--- config.mk ---
export PLATFORM = sky130hd
export DESIGN_NAME = decodificador_teclado
export DESIGN_NICKNAME = d
export VERILOG_FILES = /design/src/rtl/decodificador_teclado.sv
export SDC_FILE = /design/constraint.sdc
export NUM_CORES = 1
export LEC_CHECK = 0
export ABC_AREA = 1
export CAP_MARGIN = 20
export CORE_ASPECT_RATIO = 0.9
export CORE_UTILIZATION = 50
export CTS_BUF_LIST = sky130_fd_sc_hd__clkbuf_16
export DETAILED_ROUTE_END_ITERATION = 12
export GPL_TIMING_DRIVEN = 1
export PLACE_DENSITY = 0.84
export SLEW_MARGIN = 20
export SYNTH_ARGS = -nofsm -noshare
export SYNTH_HDL_FRONTEND = slang
export SYNTH_SLANG_ARGS = --single-unit
--- constraint.sdc ---
create_clock -name clk -period 5.2 [get_ports clk]
set_input_delay 0.78 -clock clk [delete_from_list [all_inputs] [get_ports clk]]
set_output_delay 0.78 -clock clk [all_outputs]
set_load 0.005 [all_outputs]
--- src/rtl/decodificador_teclado.sv ---
// decodificador_teclado
//   Keypad front end for the door lock. Scans a 4x3 active-low matrix keypad,
//   debounces each press and release, maps the key to a 4-bit code and shifts
//   it into a 20-digit packet handed to the operational controller.
//
// Ports
//   clk           : single clock, rising edge
//   rst           : synchronous reset, active high
//   teclado_en    : keypad enable; low clears the packet and parks the scanner
//   lin[3:0]      : row inputs, active low (pulled up)
//   col[2:0]      : column drives, active low, at most one low at a time
//   digitos_value : packet, 20 nibbles; [3:0] is the newest key, 0xF = empty
//   digitos_valid : one-cycle pulse when digitos_value just took a new key
module decodificador_teclado #(
  parameter int SCAN_CYCLES     = 10,
  parameter int DEBOUNCE_CYCLES = 100,
  parameter int TIMEOUT_CYCLES  = 5000
) (
  input  logic        clk,
  input  logic        rst,
  input  logic        teclado_en,
  input  logic [3:0]  lin,
  output logic [2:0]  col,
  output logic [79:0] digitos_value,
  output logic        digitos_valid
);

  typedef enum logic [2:0] {
    SCAN     = 3'd0,
    DEBOUNCE = 3'd1,
    EMIT     = 3'd2,
    CLEAR    = 3'd3,
    RELEASE  = 3'd4
  } state_t;

  localparam int CNT_MAX = (SCAN_CYCLES > DEBOUNCE_CYCLES) ? SCAN_CYCLES : DEBOUNCE_CYCLES;
  localparam int CNT_W   = $clog2(CNT_MAX + 1);
  localparam int TO_W    = $clog2(TIMEOUT_CYCLES + 1);

  localparam logic [CNT_W-1:0] SCAN_LAST = CNT_W'(SCAN_CYCLES - 1);
  localparam logic [CNT_W-1:0] DEB_LAST  = CNT_W'(DEBOUNCE_CYCLES - 1);
  localparam logic [TO_W-1:0]  TO_LAST   = TO_W'(TIMEOUT_CYCLES - 1);
  localparam logic [79:0]      ALL_EMPTY = {20{4'hF}};
  localparam logic [2:0]       COL_OFF   = 3'b111;

  state_t           state_p0, state_nx;
  logic [1:0]       idx_p0, idx_nx;
  logic [CNT_W-1:0] cnt_p0, cnt_nx;
  logic [TO_W-1:0]  idle_p0, idle_nx;
  logic [2:0]       col_p0, col_nx;
  logic [79:0]      digits_p0, digits_nx;
  logic             vld_p0, vld_nx;
  logic [3:0]       pat_p0, pat_nx;
  logic [3:0]       code;

  function automatic logic [2:0] col_drive(input logic [1:0] c);
    case (c)
      2'd0:    col_drive = 3'b110;
      2'd1:    col_drive = 3'b101;
      default: col_drive = 3'b011;
    endcase
  endfunction

  function automatic logic [1:0] next_idx(input logic [1:0] c);
    next_idx = (c == 2'd2) ? 2'd0 : c + 2'd1;
  endfunction

  // Exactly one row pulled low; simultaneous presses in a column are ignored.
  function automatic logic single_low(input logic [3:0] rows);
    case (rows)
      4'b1110, 4'b1101, 4'b1011, 4'b0111: single_low = 1'b1;
      default:                            single_low = 1'b0;
    endcase
  endfunction

  function automatic logic [3:0] key_code(input logic [3:0] rows, input logic [1:0] c);
    logic [1:0] r;
    case (rows)
      4'b1110: r = 2'd0;
      4'b1101: r = 2'd1;
      4'b1011: r = 2'd2;
      default: r = 2'd3;
    endcase
    case ({r, c})
      4'b00_00: key_code = 4'h1;
      4'b00_01: key_code = 4'h2;
      4'b00_10: key_code = 4'h3;
      4'b01_00: key_code = 4'h4;
      4'b01_01: key_code = 4'h5;
      4'b01_10: key_code = 4'h6;
      4'b10_00: key_code = 4'h7;
      4'b10_01: key_code = 4'h8;
      4'b10_10: key_code = 4'h9;
      4'b11_00: key_code = 4'hA;
      4'b11_01: key_code = 4'h0;
      default:  key_code = 4'hB;
    endcase
  endfunction

  assign code = key_code(pat_p0, idx_p0);

  always_comb begin
    state_nx  = state_p0;
    idx_nx    = idx_p0;
    cnt_nx    = cnt_p0;
    idle_nx   = idle_p0;
    col_nx    = col_p0;
    digits_nx = digits_p0;
    vld_nx    = 1'b0;
    pat_nx    = pat_p0;

    if (!teclado_en) begin
      state_nx  = SCAN;
      idx_nx    = 2'd0;
      cnt_nx    = '0;
      idle_nx   = '0;
      col_nx    = COL_OFF;
      digits_nx = ALL_EMPTY;
    end else begin
      case (state_p0)
        SCAN: begin
          // All columns released means the scanner is parked: start driving
          // the current column and begin its settle count on the next cycle.
          if (col_p0 == COL_OFF) begin
            col_nx = col_drive(idx_p0);
            cnt_nx = '0;
          end else if (cnt_p0 == SCAN_LAST) begin
            cnt_nx = '0;
            if (single_low(lin)) begin
              pat_nx   = lin;
              state_nx = DEBOUNCE;
            end else begin
              idx_nx = next_idx(idx_p0);
              col_nx = col_drive(next_idx(idx_p0));
            end
          end else begin
            cnt_nx = cnt_p0 + 1'b1;
          end

          if (digits_p0 == ALL_EMPTY) begin
            idle_nx = '0;
          end else if (idle_p0 == TO_LAST) begin
            idle_nx   = '0;
            digits_nx = ALL_EMPTY;
          end else begin
            idle_nx = idle_p0 + 1'b1;
          end
        end

        DEBOUNCE: begin
          if (lin != pat_p0) begin
            state_nx = SCAN;
            cnt_nx   = '0;
          end else if (cnt_p0 == DEB_LAST) begin
            state_nx = EMIT;
            cnt_nx   = '0;
          end else begin
            cnt_nx = cnt_p0 + 1'b1;
          end
        end

        EMIT: begin
          digits_nx = {digits_p0[75:0], code};
          vld_nx    = 1'b1;
          idle_nx   = '0;
          cnt_nx    = '0;
          state_nx  = (code == 4'hA || code == 4'hB) ? CLEAR : RELEASE;
        end

        CLEAR: begin
          digits_nx = ALL_EMPTY;
          state_nx  = RELEASE;
        end

        RELEASE: begin
          if (lin != 4'b1111) begin
            cnt_nx = '0;
          end else if (cnt_p0 == DEB_LAST) begin
            // Park the columns for one cycle before driving the next one,
            // so consecutive accepted keys are always separated by that gap.
            cnt_nx   = '0;
            state_nx = SCAN;
            idx_nx   = next_idx(idx_p0);
            col_nx   = COL_OFF;
          end else begin
            cnt_nx = cnt_p0 + 1'b1;
          end
        end

        default: begin
          state_nx = SCAN;
          idx_nx   = 2'd0;
          cnt_nx   = '0;
          col_nx   = COL_OFF;
        end
      endcase
    end
  end

  always_ff @(posedge clk) begin
    if (rst) begin
      state_p0  <= SCAN;
      idx_p0    <= 2'd0;
      cnt_p0    <= '0;
      idle_p0   <= '0;
      col_p0    <= COL_OFF;
      digits_p0 <= ALL_EMPTY;
      vld_p0    <= 1'b0;
    end else begin
      state_p0  <= state_nx;
      idx_p0    <= idx_nx;
      cnt_p0    <= cnt_nx;
      idle_p0   <= idle_nx;
      col_p0    <= col_nx;
      digits_p0 <= digits_nx;
      vld_p0    <= vld_nx;
    end
  end

  always_ff @(posedge clk) begin
    pat_p0 <= pat_nx;
  end

  assign col           = col_p0;
  assign digitos_value = digits_p0;
  assign digitos_valid = vld_p0;

endmodule

# After elaboration in Yosys (flattened, before gate mapping)
# Memory sizes are Yosys's and may differ from the RTL's.
# Index checks and enable logic that the tools add are counted.
[op_classes]
n_addsub = 3
eq_ne = 34
muxes = 43
n_bitwise = 3
reduce_logical = 14
[ops]
columns = ["cell", "count"]
rows = [
  ["80-bit one-hot mux with 3 select lines", 1],
  ["80-bit two-way mux", 2],
  ["80-bit == test (second input constant)", 1],
  ["3-bit two-way mux", 13],
  ["7-bit two-way mux", 5],
  ["4-bit == test (second input constant)", 8],
  ["7-bit one-hot mux with 4 select lines", 1],
  ["13-bit two-way mux", 2],
  ["13-bit one-hot mux with 2 select lines", 1],
  ["3-bit one-hot mux with 5 select lines", 1],
  ["2-bit != test (second input constant)", 7],
  ["13-bit by 1-bit adder with 13-bit output (second input constant)", 1],
  ["13-bit == test (second input constant)", 1],
  ["2-bit two-way mux", 6],
  ["2-bit one-hot mux with 3 select lines", 2],
  ["3-bit one-hot mux with 2 select lines", 2],
  ["6-bit AND reduction", 2],
  ["5-bit AND reduction", 2],
  ["3-bit != test (second input constant)", 3],
  ["3-bit one-hot mux with 3 select lines", 1],
  ["7-bit by 1-bit adder with 7-bit output (second input constant)", 1],
  ["7-bit by 4-bit == test with 1-bit output (second input constant)", 1],
  ["7-bit == test (second input constant)", 1],
  ["3-bit by 2-bit == test with 1-bit output (second input constant)", 2],
  ["20 further kinds", 30],
]
[totals]
register_bits = 113
romBits = 64
in_bits = 7
output_inout_bits = 84
word_cells = 106
n_memories = 1
[mem_list]
columns = ["memory", "depth", "word_bits", "rd", "rd_ports_with_merged_regs", "wr", "line_no", "text"]
rows = [
  ["(name not given)", 16, 4, 1, 0, 0, "84", "case ({r, c})"],
]

# Depth between registers and ports, before layout
# Gate-level depths: netlist of run 1.
[depth]
word_depth = 11
depth_mapped = 12

# Worst setup path after synthesis of run 1
# Ideal clock, no wire load.
[synth_path]
kind = "input-to-reg"
startpoint = "input port teclado_en"
endpoint = "register digits_p0[69], in the netlist digitos_value[69]"
setup_ps = 134
arrival_time_ps = 1783
t_required_ps = 5066
setup_slack_ps = 3284
cell_stages = 5
n_path_buf = 2
path_cell_list = "inv_1 nor2_1 clkbuf_1 clkbuf_1 nand3_1"
[synth_between]
elab_chain_cells = 2
[synth_lines]
columns = ["item", "line_no", "text"]
rows = [
  ["from (decl)", "21", "input logic teclado_en,"],
  ["1-bit NOT (no line)", "--", ""],
  ["2-bit OR reduction (no line)", "--", ""],
  ["to (signal assigned)", "215", "digits_p0 <= digits_nx;"],
  ["to (decl)", "51", "logic [79:0] digits_p0, digits_nx;"],
]
# Every way passes these cells.
# A chain may end at the register's enable or synchronous reset.

# Worst setup path after layout of run 1
[layout_path]
startpoint = "register state_p0[2]"
endpoint = "register digits_p0[29], in the netlist digitos_value[29]"
[layout_between]
elab_chain_cells = 3
[layout_lines]
columns = ["item", "line_no", "text"]
rows = [
  ["from (decl)", "46", "state_t state_p0, state_nx;"],
  ["from (signal assigned)", "210", "state_p0 <= state_nx;"],
  ["3-bit by 2-bit == test with 1-bit output or 3-bit zero test (tied branches)", "120", "case (state_p0)"],
  ["3-bit nonzero test (no line) or 2-bit != test (tied branches)", "--", ""],
  ["3-bit AND reduction (no line)", "--", ""],
]
# Several ways; a longest one is shown, not always the timed one.

==> metrics.md, run 1 <==
| Metric | Value |
|---|---|
| CTS tree | `done` |
| Avg Synthesized Cell Area | `between 7 and 8 um^2` |
| Min cycle time layout | `between 3000 and 4000 ps` |
| Number of register bits inferred by synthesis | `between 100 and 150` |
| Buffer depth of the longest clock path | `2` |
| Register area share after synthesis | `0.390` |
| Hold wc startpoint | `digitos_value[76]` |
| P_int | `~1.7 mW` |
| Cell at the slowest stage of the critical path | `sky130_fd_sc_hd__nand2_8` |
| Utilization after layout | `0.641` |
| R2R cell count | `7` |
| Level count of the clock H-tree | `4` |
| Setup repair after global routing missed its margin | `no` |
| Core area | `roughly 11000 um^2` |
| Worst min-delay path class | `reg2reg` |
| Status | `finished, final reports clean` |
| Synthesized netlist net count | `840` |
| Number of placed I/O pins | `91` |
| Cell Pwr Density | `just under 300 nW/um^2` |
| Accumulated negative setup slack | `0 ps` |
| DRC | `0` |
| Initial antenna violation count | `0` |
| Post-route antenna net violation count | `0` |
| GRT Total Usage | `0.236` |
| Die Area | `12300 um^2` |
| Number of cells on the worst hold path | `2` |
| Sequential fraction of design power | `0.406` |
| Leading cell types in the layout, fill and taps excluded | `sky130_fd_sc_hd__nand3_1 (188), sky130_fd_sc_hd__nand2_1 (187), sky130_fd_sc_hd__dfxtp_1 (109)` |
| Launch instance of the worst register-to-register path | `state_p0[2]` |
| Share of final-layout standard cells stronger than drive strength 1 | `0.145` |
| Least-Margin Pin Slew | `~1100 ps` |
| Count of instances resized after the clock tree is built | `0` |
| Number of buffers inserted during clock tree synthesis | `17` |
| Vias in the first global route | `4872` |
| First-pass GRT wire length | `between 20 and 25 mm` |
| Site row count | `37` |
| GP Congestion | `0.873` |
| Count of flip-flops with a built-in enable after synthesis | `4` |
| LEAKAGE | `3.42 nW` |
| Largest voltage drop on the vdd net | `approximately 0.18 mV` |
| Worst slew slack as a fraction of its limit | `0.281` |
| Count of max-cap constraint violations | `0` |
| GR Overflow Total | `0` |
| Violation count after the first detailed-routing iteration | `approximately 650` |
| Clock network fraction of total power | `0.547` |
| Net switching power figure | `between 500 and 600 uW` |
| Critical Path, Cell by Cell | `inv_2 -> nand2_2 -> nor2_2 -> nand3_4 -> nand2_8 -> nand2_1 -> nand3_1` |
| Achievable clock frequency | `0.330 GHz` |
| Async set-reset flop share out of synthesis | `0` |
| Clk sink count | `~110` |
| Number of distinct library cells after synthesis | `34` |
| Final-stage net count | `908` |
| CTS clock-pin slew for the worst setup and hold paths | `about 60 ps` |
| Count of final setup violators | `0` |
| Average wire per standard cell | `~14 um` |
| Detailed Route WL | `14.3 mm` |
| Worst-path fanout max | `between 80 and 90` |
| Startpoint type of the worst setup path | `flop` |
| Final critical-path share of the clock period | `0.583` |
| Antenna Diode Count | `0` |
| Layout area overhead | `24.7%` |
| Type of the setup path with the least slack | `reg2reg` |
| Cells after synthesis | `825` |
| Clock latency reported for the late side of the worst-skew pair | `slightly above 400 ps` |
| Minimum setup slack among reg-to-reg paths | `about 2200 ps` |
| First-pass iteration count of the detailed router | `5` |
| Number of vias per cell after detailed routing | `5.41` |
| Area of all sequential standard cells | `2300 um^2` |
| Post-DP HPWL | `8.81 mm` |
| Worst hold margin | `485 ps` |
| Multi-input combinational cell area | `a little over 3000 um^2` |
| CP arrival | `3370 ps` |
| Number of fill cells | `1005` |
| Count of final max-slew check failures | `0` |
| Buffers added on ports | `90` |
| Endpoint required time on the critical path | `5530 ps` |
| Hold-critical path endpoint | `digitos_value[76]` |
| Share of total power in combinational logic | `0.048` |
| Switching Fraction | `0.232` |
| Peak per-stage delay on the critical path | `approximately 800 ps` |
| Initial cell density of the core | `0.515` |
| Netlist area before placement | `5910 um^2` |
| Total via count in the routed design | `5747` |
| Root buffer selected by CTS | `sky130_fd_sc_hd__clkbuf_16` |
| Chip height | `around 110 um` |
| Synthesis Warnings | `0` |
| Critical register-to-register path endpoint | `digitos_value[29]` |
| Post-CTS setup-driven buffer insertion count | `0` |
| Number of buffers added to fix hold violations after cts | `0` |
| Crit. End Element | `flop` |
| Fin. Hold Viols | `0` |
| Top FF cell, synth | `sky130_fd_sc_hd__dfxtp_1` |
| Maximum number of pins on one net before global-route repair | `between 80 and 90` |
| Setup clock skew after layout | `around 13 ps` |
| Width of the die | `117 um` |
| Most frequent standard cell in the layout excluding fill and tap cells | `sky130_fd_sc_hd__nand3_1` |
==> stage by stage <==
| stage | cell area (um^2) | cells | total power, mW | worst slack, ps |
|---|---|---|---|---|
| floorplan | 5910 | 825 | 0.968 | 3280 |
| global placement | 6760 | 1030 | 1.00 | 2160 |
| global route | 7360 | 1062 | 2.24 | 1960 |
| CTS | 7360 | 1062 | 2.19 | 2250 |
| detailed placement | 6760 | 1030 | 1.00 | 2100 |
| finish | 7360 | 1062 | 2.18 | 2170 |
==> critical path: cells and delay by family, from the launching register on <==
kind / cells / cell delay [ps]
buf+inv: 1 / 110
flops: 1 / 350
simple gates: 6 / 2410
==> power by group through the flow <==
stage	Sequential [mW]	Combinational, mW	Clock, mW
floorplan	0.902	0.0667	0
global placement	0.902	0.0990	0
detailed placement	0.902	0.102	0
CTS	0.884	0.102	1.20
global route	0.884	0.113	1.25
finish	0.884	0.103	1.19
==> synthesized netlist by cell type (3+ instances only) <==
cell type                  number  share of area
sky130_fd_sc_hd__edfxtp_1       4          0.020
sky130_fd_sc_hd__xor2_1         8          0.012
sky130_fd_sc_hd__or2_2         61          0.065
sky130_fd_sc_hd__nand3_1      188           0.16
sky130_fd_sc_hd__ha_1           8          0.017
sky130_fd_sc_hd__nand2_1      187           0.12
sky130_fd_sc_hd__nor2_1        42          0.027
sky130_fd_sc_hd__xnor2_1        3         0.0044
sky130_fd_sc_hd__o21ai_0       13          0.011
sky130_fd_sc_hd__a21oi_1       19          0.016
sky130_fd_sc_hd__clkbuf_1      26          0.017
sky130_fd_sc_hd__nand3b_1       9          0.011
sky130_fd_sc_hd__nand3_2        5         0.0085
sky130_fd_sc_hd__nand4_1       14          0.015
sky130_fd_sc_hd__buf_6         14          0.027
sky130_fd_sc_hd__inv_1         59          0.037
sky130_fd_sc_hd__buf_2          3         0.0025
sky130_fd_sc_hd__nor3_1        12          0.010
sky130_fd_sc_hd__o211ai_1       4         0.0051
sky130_fd_sc_hd__dfxtp_1      109           0.37
sky130_fd_sc_hd__nand2_2       22          0.023
==> worst max path at each step <==
stage,from,endpoint,slack [ps],cells past startpoint
floorplan,teclado_en,digitos_value[69],3280,5
global placement,teclado_en,idx_p0[1],2160,6
detailed placement,teclado_en,idx_p0[0],2100,6
CTS,state_p0[2],digitos_value[25],2250,7
global route,state_p0[0],digitos_value[11],1960,7
finish,state_p0[2],digitos_value[29],2170,7
==> final cells by class <==
| cell class | instances | share of cell area |
|---|---|---|
| clock buffers | 17 | 0.0578 |
| clock inverters | 15 | 0.0248 |
| inverters | 60 | 0.0306 |
| multi-input cells | 607 | 0.421 |
| flip-flops and latches | 113 | 0.313 |
| well taps | 156 | 0.0265 |
| repair buffers | 94 | 0.126 |
==> cell families after synthesis <==
kind of cell,Yosys count,synth area share
and+or+nand+nor,547,0.451
DFF,113,0.390
buffers and inverters,105,0.0864
AOI/OAI and AO/OA,41,0.0398
xor gates and xnor gates,11,0.0163
adders and majority gates,8,0.0169
==> flip-flops by register name (all words and copies together), names as in the netlist <==
| name | flops |
|---|---|
| cnt_p0 | 7 |
| col | 3 |
| digitos_valid | 1 |
| digitos_value | 80 |
| idle_p0 | 13 |
| idx_p0 | 2 |
| pat_p0 | 4 |
| state_p0 | 3 |
==> metal layers <==
layer	vias up	wire length, um	track usage
li1	2842	-	-
met1	2700	6500	0.326
met2	197	6860	0.366
met3	8	884	0.0568
met4	0	104	0.0624
met5	-	0	0
Power figures use the tool's default switching activity.
==> run 2: changes to the inputs <==
==> constraint.sdc (replaced) <==
create_clock -name clk -period 3.1 [get_ports clk]
set_input_delay 0.465 -clock clk [delete_from_list [all_inputs] [get_ports clk]]
set_output_delay 0.465 -clock clk [all_outputs]
set_load 0.005 [all_outputs]
==> metrics.md, run 2 (same netlist as run 1, synthesis figures left out) <==
| Metric | Value |
|---|---|
| Number of buffers inserted during clock tree synthesis | `17` |
| Sequential fraction of design power | `0.430` |
| Count of max-cap constraint violations | `0` |
| Setup repair after global routing missed its margin | `no` |
| Max FFs per register | `80` |
| Number of vias per cell after detailed routing | `between 5 and 6` |
| Site row count | `37` |
| Count of final setup violators | `0` |
| Width of the die | `approximately 120 um` |
| Final-stage net count | `between 900 and 1k` |
| Switching Fraction | `0.238` |
| Largest voltage drop on the vdd net | `between 0.3 and 0.4 mV` |
| Count of instances resized after the clock tree is built | `0` |
| Share of final-layout standard cells stronger than drive strength 1 | `0.149` |
| Crit. End Element | `flop` |
| Type of the setup path with the least slack | `reg2reg` |
| LEAKAGE | `approximately 3.4 nW` |
| CTS tree | `done` |
| Met2 routed WL | `between 6 and 7 mm` |
| Net switching power figure | `just over 800 uW` |
| Cell Pwr Density | `~470 nW/um^2` |
| CTS clock-pin slew for the worst setup and hold paths | `approximately 50 ps` |
| Highest metal layer used by the detailed router | `met4` |
| Most frequent standard cell in the layout excluding fill and tap cells | `sky130_fd_sc_hd__nand3_1` |
| Number of buffers added to fix hold violations after cts | `0` |
| Achievable clock frequency | `approximately 0.44 GHz` |
| Endpoint required time on the critical path | `3140 ps` |
| First-pass GRT wire length | `about 24 mm` |
| Worst Slack Setup Final | `~800 ps` |
| Cell area after layout | `7330 um^2` |
| Vias in the first global route | `roughly 5.1k` |
| Buffers added on ports | `90` |
| Worst-path fanout max | `16` |
| Clk sink count | `between 100 and 150` |
| Antenna Diode Count | `0` |
| Worst min-delay path class | `reg2reg` |
| Die Area | `between 10000 and 15000 um^2` |
| Final critical-path share of the clock period | `0.738` |
| Status | `finished, final reports clean` |
| Violation count after the first detailed-routing iteration | `785` |
| Least-Margin Pin Slew | `between 700 and 800 ps` |
| GP Congestion | `0.857` |
| Core area | `11500 um^2` |
| GRT Total Usage | `0.243` |
| Minimum setup slack among reg-to-reg paths | `~810 ps` |
| Final non-filler cell total | `1064` |
| Accumulated negative setup slack | `0 ps` |
| Number of fill cells | `974` |
| Level count of the clock H-tree | `4` |
| Min cycle time layout | `roughly 2300 ps` |
| Chip height | `~110 um` |
| Initial cell density of the core | `0.515` |
| Average wire per standard cell | `around 14 um` |
| Count of final max-slew check failures | `0` |
| Wl on met1 | `around 6.6 mm` |
| Post-placement cell area | `6790 um^2` |
| Post-DP HPWL | `about 9 mm` |
| Initial antenna violation count | `0` |
| Layout area overhead | `24.1%` |
| Worst slew slack as a fraction of its limit | `0.469` |
| Clock latency reported for the late side of the worst-skew pair | `410 ps` |
| Post-route antenna net violation count | `0` |
| Buffer depth of the longest clock path | `2` |
| Number of cells after detailed placement | `between 1k and 1.5k` |
| Root buffer selected by CTS | `sky130_fd_sc_hd__clkbuf_16` |
| Number of placed I/O pins | `91` |
| Post-CTS setup-driven buffer insertion count | `0` |
| Routed wire length on met3 | `approximately 930 um` |
| Total power after layout | `approximately 3.4 mW` |
| Clock network fraction of total power | `0.519` |
| Detailed Route WL | `approximately 14 mm` |
| GR Overflow Total | `0` |
| Share of total power in combinational logic | `0.051` |
| Fin. Hold Viols | `0` |
| CP arrival | `2320 ps` |
| Setup clock skew after layout | `around 10 ps` |
| Post-Place Worst Slack | `between 700 and 800 ps` |
| First-pass iteration count of the detailed router | `5` |
| Startpoint type of the worst setup path | `flop` |
| DRC | `0` |
| Leading cell types in the layout, fill and taps excluded | `sky130_fd_sc_hd__nand3_1 (188), sky130_fd_sc_hd__nand2_1 (187), sky130_fd_sc_hd__dfxtp_1 (109)` |
| P_int | `2.63 mW` |
| Maximum number of pins on one net before global-route repair | `81` |
| Total via count in the routed design | `5741` |
run 2: cell types whose count changed in the layout (fill, tap and decap cells not counted):
cell	delta
sky130_fd_sc_hd__clkinv_2	+5
sky130_fd_sc_hd__inv_6	-3
sky130_fd_sc_hd__buf_4	+2
sky130_fd_sc_hd__bufinv_16	-2
sky130_fd_sc_hd__clkinv_4	-2
sky130_fd_sc_hd__clkinvlp_4	+2
sky130_fd_sc_hd__buf_12	+1
sky130_fd_sc_hd__clkinv_1	-1
sky130_fd_sc_hd__inv_1	-1
sky130_fd_sc_hd__inv_4	+1
run 2: area by class of cell:
class	count	area (um^2)	share of cell area
multi-input combinational	607	3100	0.423
sequential	113	2300	0.314
timing repair buffer	97	966	0.132
clock buffer	17	425	0.0580
inverter	60	225	0.0307
tap	156	195	0.0266
clock inverter	14	118	0.0160
run 2: final timing paths:
path                 endpoint  cells after the start        startpoint
max                 pat_p0[1]                      5       state_p0[0]
min          digitos_value[5]                      2  digitos_value[5]
max reg2reg         pat_p0[1]                      5       state_p0[0]
min reg2reg  digitos_value[5]                      2  digitos_value[5]
run 2: per-layer routing:
| layer | up-vias | GRT usage |
|---|---|---|
| li1 | 2845 | - |
| met1 | 2634 | 0.335 |
| met2 | 235 | 0.380 |
| met3 | 27 | 0.0545 |
| met4 | 0 | 0.0642 |
| met5 | - | 0 |
run 2: power by group through the flow:
stage / Sequential [mW] / Combinational [mW] / Clock (mW)
detailed placement: 1.51 / 0.174 / 0
CTS: 1.48 / 0.176 / 1.80
global placement: 1.51 / 0.168 / 0
finish: 1.48 / 0.177 / 1.79
global route: 1.48 / 0.199 / 1.86
floorplan: 1.51 / 0.112 / 0
run 2: worst max-delay path, stage by stage, from the launching register on:
cell	delay (ps)
sky130_fd_sc_hd__dfxtp_1	330
sky130_fd_sc_hd__inv_1	120
sky130_fd_sc_hd__nand2_2	240
sky130_fd_sc_hd__nor2_2	390
sky130_fd_sc_hd__nand2_1	190
sky130_fd_sc_hd__nor4_1	660
run 2: per-stage QoR:
stage / hold WS, ps / utilization
after detailed placement: 470 / 0.592
after global routing: 504 / 0.639
after global placement: 470 / 0.592
final: 483 / 0.639
after floorplan: 461 / -
after CTS: 483 / 0.639
==> run 3: changes to the inputs <==
--- a/config.mk
+++ b/config.mk
@@ -8,11 +8,11 @@
 export ABC_AREA = 1
 export CAP_MARGIN = 20
 export CORE_ASPECT_RATIO = 0.9
-export CORE_UTILIZATION = 50
+export CORE_UTILIZATION = 49
 export CTS_BUF_LIST = sky130_fd_sc_hd__clkbuf_16
 export DETAILED_ROUTE_END_ITERATION = 12
 export GPL_TIMING_DRIVEN = 1
-export PLACE_DENSITY = 0.84
+export PLACE_DENSITY = 0.86
 export SLEW_MARGIN = 20
 export SYNTH_ARGS = -nofsm -noshare
 export SYNTH_HDL_FRONTEND = slang
==> constraint.sdc (replaced) <==
create_clock -name clk -period 2.1 [get_ports clk]
set_input_delay 0.315 -clock clk [delete_from_list [all_inputs] [get_ports clk]]
set_output_delay 0.315 -clock clk [all_outputs]
set_load 0.005 [all_outputs]
==> metrics.md, run 3 (same netlist as run 1, synthesis figures left out) <==
| Metric | Value |
|---|---|
| Status | `finished, final reports clean` |
| Sequential fraction of design power | `0.400` |
| Endpoint required time on the critical path | `2380 ps` |
| Root buffer selected by CTS | `sky130_fd_sc_hd__clkbuf_16` |
| Net switching power figure | `between 1 and 1.5 mW` |
| Count of max-cap constraint violations | `0` |
| DRC | `0` |
| Min cycle time layout | `1960 ps` |
| Startpoint type of the worst setup path | `flop` |
| Post-placement cell area | `6920 um^2` |
| Worst min-delay path class | `reg2reg` |
| Final critical-path share of the clock period | `0.934` |
| Post-Place Worst Slack | `~110 ps` |
| Site row count | `37` |
| Chip height | `around 110 um` |
| Worst slew slack as a fraction of its limit | `0.665` |
| Cell area after layout | `about 7500 um^2` |
| Layout area overhead | `27.8%` |
| Crit. End Element | `flop` |
| Level count of the clock H-tree | `4` |
| Worst Slack Setup Final | `around 140 ps` |
| Setup repair after global routing missed its margin | `yes` |
| Buffers added on ports | `90` |
| Number of vias per cell after detailed routing | `between 5 and 6` |
| Leading cell types in the layout, fill and taps excluded | `sky130_fd_sc_hd__nand3_1 (188), sky130_fd_sc_hd__nand2_1 (187), sky130_fd_sc_hd__dfxtp_1 (109)` |
| First-pass iteration count of the detailed router | `5` |
| Total via count in the routed design | `5827` |
| Detailed Route WL | `about 15 mm` |
| Largest voltage drop on the vdd net | `between 0.4 and 0.5 mV` |
| P_int | `approximately 4.2 mW` |
| Least-Margin Pin Slew | `502 ps` |
| Core area | `approximately 12000 um^2` |
| Most frequent standard cell in the layout excluding fill and tap cells | `sky130_fd_sc_hd__nand3_1` |
| Width of the die | `about 120 um` |
| Count of final setup violators | `0` |
| Fin. Hold Viols | `0` |
| Number of buffers inserted during clock tree synthesis | `17` |
| Max FFs per register | `80` |
| Share of final-layout standard cells stronger than drive strength 1 | `0.159` |
| GRT Total Usage | `0.240` |
| Clk sink count | `~110` |
| Antenna Diode Count | `0` |
| CTS tree | `done` |
| Initial cell density of the core | `0.510` |
| Violation count after the first detailed-routing iteration | `around 700` |
| Setup clock skew after layout | `8.47 ps` |
| CP arrival | `roughly 2300 ps` |
| Vias in the first global route | `between 5k and 6k` |
| Final-stage net count | `between 900 and 1k` |
| Cell Pwr Density | `around 720 nW/um^2` |
| Die Area | `approximately 13000 um^2` |
| Share of total power in combinational logic | `0.048` |
| CTS clock-pin slew for the worst setup and hold paths | `~60 ps` |
| Maximum number of pins on one net before global-route repair | `63` |
| Clock latency reported for the late side of the worst-skew pair | `410 ps` |
| Switching Fraction | `0.223` |
| Buffer depth of the longest clock path | `2` |
| Clock network fraction of total power | `0.552` |
| GR Overflow Total | `0` |
| Average wire per standard cell | `13.7 um` |
| Post-route antenna net violation count | `0` |
| GP Congestion | `between 0.9 and 1` |
| Utilization after layout | `0.652` |
| Achievable clock frequency | `0.510 GHz` |
| Worst-path fanout max | `43` |
| First-pass GRT wire length | `24.6 mm` |
| Type of the setup path with the least slack | `reg2reg` |
| Number of placed I/O pins | `around 90` |
| Count of final max-slew check failures | `0` |
| LEAKAGE | `about 3.5 nW` |
| Initial antenna violation count | `0` |
| Post-DP HPWL | `roughly 9.3 mm` |
run 3: repair_timing:
item | in CTS | in global routing
resized for setup | 0 | 2
hold buffers | 0 | 0
endpoints found under the setup margin | 0 | 40
buffers inserted | 0 | 0
run 3: cell type report:
cell class | instances | area (um^2)
timing repair buffer | 108 | 1110
tap | 156 | 195
multi-input combinational | 607 | 3100
clock inverter | 15 | 191
sequential | 113 | 2300
inverter | 60 | 225
clock buffer | 17 | 425
fill | 955 | 4030
run 3: path summary, 6_finish.rpt:
path	from	slack [ps]	end	cells past startpoint
setup / recovery	digitos_value[62]	140	digitos_value[69]	10
hold / removal	digitos_value[78]	490	digitos_value[78]	2
setup reg to reg	digitos_value[62]	140	digitos_value[69]	10
hold reg to reg	digitos_value[78]	490	digitos_value[78]	2
run 3: metrics by stage:
step | setup TNS (ps) | hold WS [ps] | total power, mW | std cells
final | 0 | 487 | 5.47 | 1076
after global routing | -1.46 | 501 | 5.62 | 1076
after CTS | 0 | 484 | 5.49 | 1076
after detailed placement | 0 | 471 | 2.49 | 1044
after global placement | 0 | 467 | 2.48 | 1044
after floorplan | 0 | 414 | 2.40 | 825
run 3: critical path, cell delays in order, from the launching register on:
cell and delay (ps):
sky130_fd_sc_hd__dfxtp_1 420, sky130_fd_sc_hd__inv_1 100, sky130_fd_sc_hd__nor3_1 180, sky130_fd_sc_hd__nand2_1 80, sky130_fd_sc_hd__nor2_1 140, sky130_fd_sc_hd__nand2_1 80, sky130_fd_sc_hd__nor2_2 160, sky130_fd_sc_hd__nand3_4 130
sky130_fd_sc_hd__buf_4 300, sky130_fd_sc_hd__nand3_1 140, sky130_fd_sc_hd__nand3_1 90
run 3: routing by layer:
layer	vias to the layer above	global-route usage	share of wire
li1	2875	-	-
met1	2717	0.307	0.45
met2	195	0.392	0.47
met3	40	0.0542	0.056
met4	0	0.0971	0.029
met5	-	0	0
run 3: power by group through the flow:
stage / clock network [mW] / registers (mW) / logic (mW)
floorplan: 0 / 2.23 / 0.165
global placement: 0 / 2.24 / 0.247
detailed placement: 0 / 2.23 / 0.256
CTS: 3.04 / 2.19 / 0.257
global route: 3.14 / 2.19 / 0.289
finish: 3.02 / 2.19 / 0.260
